`src/rtl/nr_div_seq.sv`:
```
// nr_div_seq: sequential non-restoring unsigned divider.
// One quotient bit is produced per clock by a single add/subtract row.
// A final correction step fixes a negative partial remainder. The quotient,
// remainder and div_zero outputs are registered, and done pulses for one
// cycle whenever they are updated.
//
// Handshake: an operand pair is taken on a rising edge where both
// in_valid and in_ready are high. in_ready is high only in IDLE and depends
// on state alone. in_valid outside IDLE is ignored and never queued. Operand
// inputs are only sampled on the accept edge.
module nr_div_seq #(
    parameter int DW = 4,   // dividend / quotient width (>= 2)
    parameter int VW = 2    // divisor / remainder width (>= 1, <= DW)
) (
    input  logic          clk,
    input  logic          rst_n,
    input  logic          in_valid,
    output logic          in_ready,
    input  logic [DW-1:0] dividend,
    input  logic [VW-1:0] divisor,
    output logic          busy,
    output logic          done,
    output logic [DW-1:0] quotient,
    output logic [VW-1:0] remainder,
    output logic          div_zero
);

    // The partial remainder is signed. After the shift its magnitude stays
    // below 2*D, so VW+2 bits are enough to hold it.
    localparam int PW = VW + 2;
    // The iteration counter must be able to hold the value DW.
    localparam int CW = $clog2(DW + 1);

    typedef enum logic [1:0] {
        IDLE = 2'd0,
        ITER = 2'd1,
        CORR = 2'd2,
        DZ   = 2'd3
    } state_t;

    // state is kept as a named enum so checkers can reach it hierarchically
    state_t state;
    state_t state_nxt;

    // working registers
    logic [PW-1:0] p_reg;   // signed partial remainder P
    logic [DW-1:0] q_reg;   // dividend shifting out / quotient shifting in
    logic [VW-1:0] d_reg;   // latched divisor D
    logic [CW-1:0] cnt;     // iterations still to perform

    // combinational step terms
    logic          accept;
    logic          last_iter;
    logic          div_by_zero_in;
    logic [PW-1:0] d_ext;
    logic [PW-1:0] p_shift;
    logic [PW-1:0] p_step;
    logic [DW-1:0] q_step;
    logic [VW-1:0] rem_fix;

    // ------------------------------------------------------------------
    // Handshake and status decode
    // ------------------------------------------------------------------
    assign busy           = (state != IDLE);
    assign in_ready       = ~busy;
    assign accept         = in_valid & in_ready;
    assign div_by_zero_in = (divisor == '0);
    assign last_iter      = (cnt == CW'(1));

    // ------------------------------------------------------------------
    // Single non-restoring iteration row
    // ------------------------------------------------------------------
    // Shift {P,Q} left by one. Add D if the old P was negative, otherwise
    // subtract D. The new quotient bit is the inverted sign of the new P.
    always_comb begin
        d_ext   = {2'b00, d_reg};
        p_shift = {p_reg[PW-2:0], q_reg[DW-1]};
        p_step  = p_shift;
        if (p_reg[PW-1]) begin
            p_step = p_shift + d_ext;
        end else begin
            p_step = p_shift - d_ext;
        end
        q_step = {q_reg[DW-2:0], ~p_step[PW-1]};
    end

    // ------------------------------------------------------------------
    // Remainder correction
    // ------------------------------------------------------------------
    // A negative final P is restored by adding D once. The corrected
    // value lies in [0, D), so it fits in VW bits. The low VW bits of
    // P + D are therefore computed directly, modulo 2^VW.
    always_comb begin
        rem_fix = p_reg[VW-1:0];
        if (p_reg[PW-1]) begin
            rem_fix = p_reg[VW-1:0] + d_reg;
        end
    end

    // ------------------------------------------------------------------
    // FSM state register
    // ------------------------------------------------------------------
    // Synchronous active-low reset returns to IDLE and abandons any
    // division that is in flight.
    always_ff @(posedge clk) begin
        if (!rst_n) begin
            state <= IDLE;
        end else begin
            state <= state_nxt;
        end
    end

    // ------------------------------------------------------------------
    // FSM next-state logic
    // ------------------------------------------------------------------
    // IDLE -> ITER (or DZ for a zero divisor) on accept.
    // ITER runs DW times, then CORR.
    // CORR and DZ each last one cycle and return to IDLE.
    always_comb begin
        state_nxt = state;
        case (state)
            IDLE: begin
                if (accept) begin
                    state_nxt = div_by_zero_in ? DZ : ITER;
                end
            end
            ITER: begin
                if (last_iter) begin
                    state_nxt = CORR;
                end
            end
            CORR:    state_nxt = IDLE;
            DZ:      state_nxt = IDLE;
            default: state_nxt = IDLE;
        endcase
    end

    // ------------------------------------------------------------------
    // Working datapath registers
    // ------------------------------------------------------------------
    // On accept: load operands, clear P and arm the counter.
    // In ITER: advance one quotient bit per edge.
    always_ff @(posedge clk) begin
        if (!rst_n) begin
            p_reg <= '0;
            q_reg <= '0;
            d_reg <= '0;
            cnt   <= '0;
        end else begin
            case (state)
                IDLE: begin
                    if (accept) begin
                        p_reg <= '0;
                        q_reg <= dividend;
                        d_reg <= divisor;
                        cnt   <= CW'(DW);
                    end
                end
                ITER: begin
                    p_reg <= p_step;
                    q_reg <= q_step;
                    cnt   <= cnt - CW'(1);
                end
                default: begin
                    p_reg <= p_reg;
                    q_reg <= q_reg;
                    d_reg <= d_reg;
                    cnt   <= cnt;
                end
            endcase
        end
    end

    // ------------------------------------------------------------------
    // Result registers and done pulse
    // ------------------------------------------------------------------
    // Results update only in CORR or DZ, and then hold until the next
    // update. done is high exactly in the cycle after that update.
    always_ff @(posedge clk) begin
        if (!rst_n) begin
            quotient  <= '0;
            remainder <= '0;
            div_zero  <= 1'b0;
            done      <= 1'b0;
        end else begin
            done <= 1'b0;
            if (state == CORR) begin
                quotient  <= q_reg;
                remainder <= rem_fix;
                div_zero  <= 1'b0;
                done      <= 1'b1;
            end else if (state == DZ) begin
                quotient  <= '1;
                remainder <= '0;
                div_zero  <= 1'b1;
                done      <= 1'b1;
            end
        end
    end

endmodule
```
`config.mk`:
```
export PLATFORM = sky130hd
export DESIGN_NAME = nr_div_seq
export DESIGN_NICKNAME = d
export VERILOG_FILES = /design/src/rtl/nr_div_seq.sv
export SDC_FILE = /design/constraint.sdc
export NUM_CORES = 1
export LEC_CHECK = 0
export ABC_AREA = 0
export BUFFER_PORTS_ARGS = -buffer_cell sky130_fd_sc_hd__buf_2
export CORE_UTILIZATION = 50
export CTS_CLUSTER_DIAMETER = 40
export DETAILED_ROUTE_END_ITERATION = 7
export PLACE_DENSITY = 0.73
export SLEW_MARGIN = 20
export SYNTH_ARGS = -nofsm -noshare
export SYNTH_HDL_FRONTEND = slang
export SYNTH_SLANG_ARGS = --single-unit
```
`constraint.sdc`:
```
create_clock -name clk -period 2.07 [get_ports clk]
set_input_delay 0.414 -clock clk [delete_from_list [all_inputs] [get_ports clk]]
set_output_delay 0.414 -clock clk [all_outputs]
set_load 0.05 [all_outputs]
```
== After elaboration in Yosys (flattened, before gate mapping) ==
Index checks and enable logic that the tools add are counted.

* Bits in registers: 23
* Logic and storage cells: 51

* Add/subtract/negate cells: 4
* Equality and inequality tests: 6
* Mux-type cells: 18
* Bitwise logic cells: 4
* Reductions and logical operators: 10

{| class="wikitable"
|+ Operators with widths
! kind !! number
|-
| 4-bit 2-to-1 mux || 5
|-
| 4-bit one-hot mux with 2 select lines || 2
|-
| 2-bit 2-to-1 mux || 6
|-
| 2-bit one-hot mux with 3 select lines || 1
|-
| 3-bit one-hot mux with 2 select lines || 1
|-
| 2-bit AND reduction || 3
|-
| 2-bit nonzero test || 3
|-
| 4-bit by 2-bit adder with 4-bit output || 1
|-
| 2-bit == test (second input constant) || 2
|-
| 2-bit zero test || 2
|-
| 2-bit != test (second input constant) || 2
|-
| 2-bit OR reduction || 2
|-
| 4-bit by 2-bit subtractor with 4-bit output || 1
|-
| 3-bit by 1-bit == test with 1-bit output (second input constant) || 1
|-
| 3-bit 2-to-1 mux || 1
|-
| 1-bit inverter || 3
|-
| 3-bit by 1-bit subtractor with 3-bit output (second input constant) || 1
|-
| 2-bit adder || 1
|-
| 2-bit by 1-bit == test with 1-bit output (second input constant) || 1
|-
| 1-bit 2-to-1 mux || 2
|-
| 1-bit bitwise AND || 1
|}

== Logic depth before layout (Yosys ltp) ==
* Word-level depth: 5
* Mapped depth: 8
* Mapped depth without buffers: 8

== Worst setup path before layout ==
OpenSTA, ideal clock, no wires.

* Path type: reg2out
* Start: register state[1]
* End: output busy
* Arrival time: 1.687 ns
* Data required time: 1.656 ns
* Path slack: -0.031 ns
* Stages on the path, launching flop included: 4
* Buffers on the path: 1
* Cells stage by stage: dfxtp_1 buf_2 nor2_1 inv_1

* Longest elaborated chain between the ends: 1

{| class="wikitable"
|+ RTL lines
! item !! RTL line !! source
|-
| start, declared || 42 || <nowiki>state_t state;</nowiki>
|-
| start signal, assigned || 109 || <nowiki>state <= state_nxt;</nowiki>
|-
| 2-bit nonzero test || 64 || <nowiki>assign busy = (state != IDLE);</nowiki>
|-
| end, declared || 21 || <nowiki>output logic busy,</nowiki>
|}

Every way passes these cells.

== Worst setup path after layout ==
* Start: register d_reg[0]
* End: register p_reg[3]

* Longest elaborated chain between the ends: 3
* Elaborated cells between the ends (all ways): 4

{| class="wikitable"
|+ RTL lines
! item !! RTL line !! source
|-
| start, declared || 48 || <nowiki>logic [VW-1:0] d_reg;</nowiki>
|-
| start signal, assigned || 155 || <nowiki>d_reg <= divisor;</nowiki>
|-
| start signal, assigned || 167 || <nowiki>d_reg <= d_reg;</nowiki>
|-
| 4-bit by 2-bit subtractor with 4-bit output or 4-bit by 2-bit adder with 4-bit output (tied branches) || 82, 80 ||
|-
| 4-bit 2-to-1 mux * || 79 || <nowiki>if (p_reg[PW-1]) begin</nowiki>
|-
| 4-bit one-hot mux with 2 select lines * || 150 || <nowiki>case (state)</nowiki>
|-
| end signal, assigned || 160 || <nowiki>p_reg <= p_step;</nowiki>
|-
| end signal, assigned || 165 || <nowiki>p_reg <= p_reg;</nowiki>
|-
| end, declared || 46 || <nowiki>logic [PW-1:0] p_reg;</nowiki>
|}

Every way passes the cells marked *; elsewhere a longest branch is shown, timed or not.
A chain may end at the register's enable or synchronous reset.

==> results by group <==
Status
  • Status: finished clean

Setup path
  • Setup crit end kind: flip-flop
  • CP Cell Sequence: inv_1 > ha_1 > mux2_2 > ha_1 > a21o_1 > a21oi_2 > xnor2_1 > a31o_1
  • Crit Path Max Fanout: 2
  • Slowest-stage cell, CP: dfxtp_2
  • Setup crit start kind: flip-flop
  • R2R Path Start: d_reg[0]
  • Peak per-stage delay on the critical path: 0.34 ns
  • R2r endpoint: p_reg[3]
  • Critical path arrival: 2.16 ns
  • Most used cell, CP: ha_1
  • Worst reg2reg path depth: 8
  • R2r setup slk: 0.14 ns
  • Worst endpoint required time: 2.29 ns
  • Setup CP Type: flip-flop to flip-flop

Detailed routing
  • DR iter-0 viols: 20
  • Total Wirelength: 2130 um
  • First-pass DRT Iterations: 4
  • DR DRC count: 0
  • Number of vias in the routed layout: 929
  • Wirelength per Cell: 12.0 um
  • Remaining antenna violation count after routing: 0
  • Vias/cell: 5.22

STA
  • Hold Vio Cnt, Final: 0
  • Max-slew violations: 0
  • Clk_skew: 0.00242 ns
  • Final Setup Violations: 0
  • Setup tns final: 0 ns
  • Final min period: 1.93 ns
  • RSZ-0062 raised after global routing: no
  • Slew HR: 59.9%
  • WHS: 0.343 ns
  • Period utilization: 93.5%
  • Worst slew pin tran: 0.600 ns
  • Fmax: 517 MHz

Cells and area
  • Synthesis-to-layout area growth: 13.0%
  • Share of cells above drive strength 1: 21.2%
  • Final nets: 169
  • Cell Count, Final, Fillers Out: 178
  • Ant. Diodes: 0
  • Post-route cell area: 0.00128 mm2

Floorplan
  • Height of the die: 49.5 um
  • Area of the die: 0.00245 mm2
  • Boundary Pins: 19
  • Initial core utilization: 55.3%
  • Core Region: 0.00204 mm2
  • # rows: 16
  • Die Wd: 49.5 um

Place
  • Dpl hpwl: 1600 um
  • Buffers added on ports: 18
  • Placed cell areas: 0.00124 mm2
  • RD Place Congestion: 0.752
  • Cells after DPL: 173

GRT
  • Vias in the first global route: 847
  • Grt ovf: 0
  • Gr usage total: 20.5%
  • Initial antenna violation count: 0
  • First-pass GRT wire length: 3880 um
  • Pin count of the biggest net entering global routing: 20

Synthesis
  • Post-synth EDFFs: 0
  • Largest cells by area after synthesis: dfxtp_1 41%, ha_1 7.8%, a21oi_1 4.9%
  • Mean Syn Cell Area: 8.49 um2
  • Syn. warnings: 0
  • Syn nets: 150
  • Post-synth top cells: 23 x dfxtp_1, 14 x nor2_1, 12 x nand2_1
  • Largest area contributor in the synthesized netlist: dfxtp_1
  • Top FF cell, synth: dfxtp_1
  • Post-Syn Area: 0.00113 mm2
  • Flops & latches, synth: 23
  • Sequential share of the synthesized area: 40.8%
  • Share of the synthesized area in the top cell type: 40.8%
  • Most frequent cell after synthesis: dfxtp_1
  • Post-Syn Instances: 133
  • FFs w/ async S/R, synth: 0%
  • Yosys cell types: 34

Clocking
  • Clock sink count: 23
  • CTS tree: built
  • CTS Buffer Depth: 2
  • CTS buffer count: 3
  • Clock insertion delay at the later pin of the skew report: 0.31 ns
  • Root Driver: clkbuf_4
  • Worst-path clk slew: 0.12 ns
  • CTS H-tree depth: 1

Worst hold path
  • Hold WC Path Type: primary input to flip-flop
  • Hold EP: d_reg[0]
  • Min-delay src: divisor[0]
  • Cells on Worst Hold Path: 3

Job
  • Max Cap Viol: 0

Power and ir drop
  • Max IR drop VDD: 0.000526 V
  • Design Power: 909 uW
  • PwrDens: 712 mW/mm2
  • Leakage: 0.000566 uW
==> worst max-delay path, delay by kind of cell, from the launching register on <==
family / cells / cell delay [ns]
compound gates: 3 / 0.54
flops: 1 / 0.34
buf+inv: 1 / 0.04
xor+xnor: 1 / 0.09
fa+ha+maj: 2 / 0.55
mux: 1 / 0.28
==> power by group <==
| part | internal (uW) | leakage, uW | switching (uW) |
|---|---|---|---|
| clock | 75.4 | 0.0000150 | 130 |
| combinational | 76.6 | 0.000361 | 122 |
| sequential | 473 | 0.000189 | 31.2 |
| total | 625 | 0.000566 | 284 |
==> worst max path at each step <==
stage | startpoint | end | slack (ns)
after floorplan | d_reg[0] | p_reg[3] | 0.16
after global placement | d_reg[1] | p_reg[3] | 0.14
after detailed placement | d_reg[1] | p_reg[3] | 0.08
after CTS | d_reg[1] | p_reg[3] | 0.07
after global routing | d_reg[0] | p_reg[3] | 0.02
final | d_reg[0] | p_reg[3] | 0.14
==> kinds of logic (layout without fill, tap and decap cells) <==
group,count (synthesis),in the layout,share of synthesized area (%)
AND/OR/NAND/NOR,46,46,19.9
AO/OA/AOI/OAI,31,31,17.1
flip-flops,23,23,40.8
buffers and inverters,17,35,6.09
adder cells (fa/ha/maj),8,8,9.52
XOR/XNOR,5,5,3.88
multiplexers,3,3,2.77
==> through the flow <==
| step | utilization [%] | setup WS (ns) |
|---|---|---|
| detailed placement | 60.7 | 0.0789 |
| CTS | 62.0 | 0.0705 |
| finish | 62.5 | 0.135 |
| global placement | 60.7 | 0.138 |
| global route | 62.5 | 0.0159 |
| floorplan | - | 0.157 |
==> per-layer routing <==
layer,share of wire (%),global-route usage (%)
met5,0,0
met1,49,27.7
met3,3.8,4.63
met2,47,33.1
met4,0.47,4.29
==> layout by cell type (no fill, tap or decap), types with 2 or more instances in the layout <==
cell type / n
nand2_1: 12
dfxtp_1: 21
and2_1: 2
buf_4: 3
nand3b_1: 2
ha_1: 7
mux2i_1: 2
nand3_1: 4
o21ai_0: 7
a311oi_1: 3
xor2_1: 3
buf_2: 18
xnor2_1: 2
a22oi_1: 2
nor2_2: 3
clkbuf_4: 3
nor2b_1: 5
nor2_1: 13
inv_1: 10
dfxtp_2: 2
a21oi_1: 11
==> area by class of cell <==
cell class / count / area [um2]
Tap cell: 27 / 33.8
Timing Repair Buffer: 21 / 113
Multi-Input combinational cell: 93 / 603
Fill cell: 199 / 766
Inverter: 10 / 37.5
Clock buffer: 4 / 26.3
Sequential cell: 23 / 463
==> repair_timing <==
action | 4_1_cts | 5_1_grt
setup buffers | 0 | 1
gates resized for setup | 0 | 2
setup endpoints to repair | 0 | 2
hold buffers | 0 | 0
No activity file was read; power rests on OpenSTA's default activity.
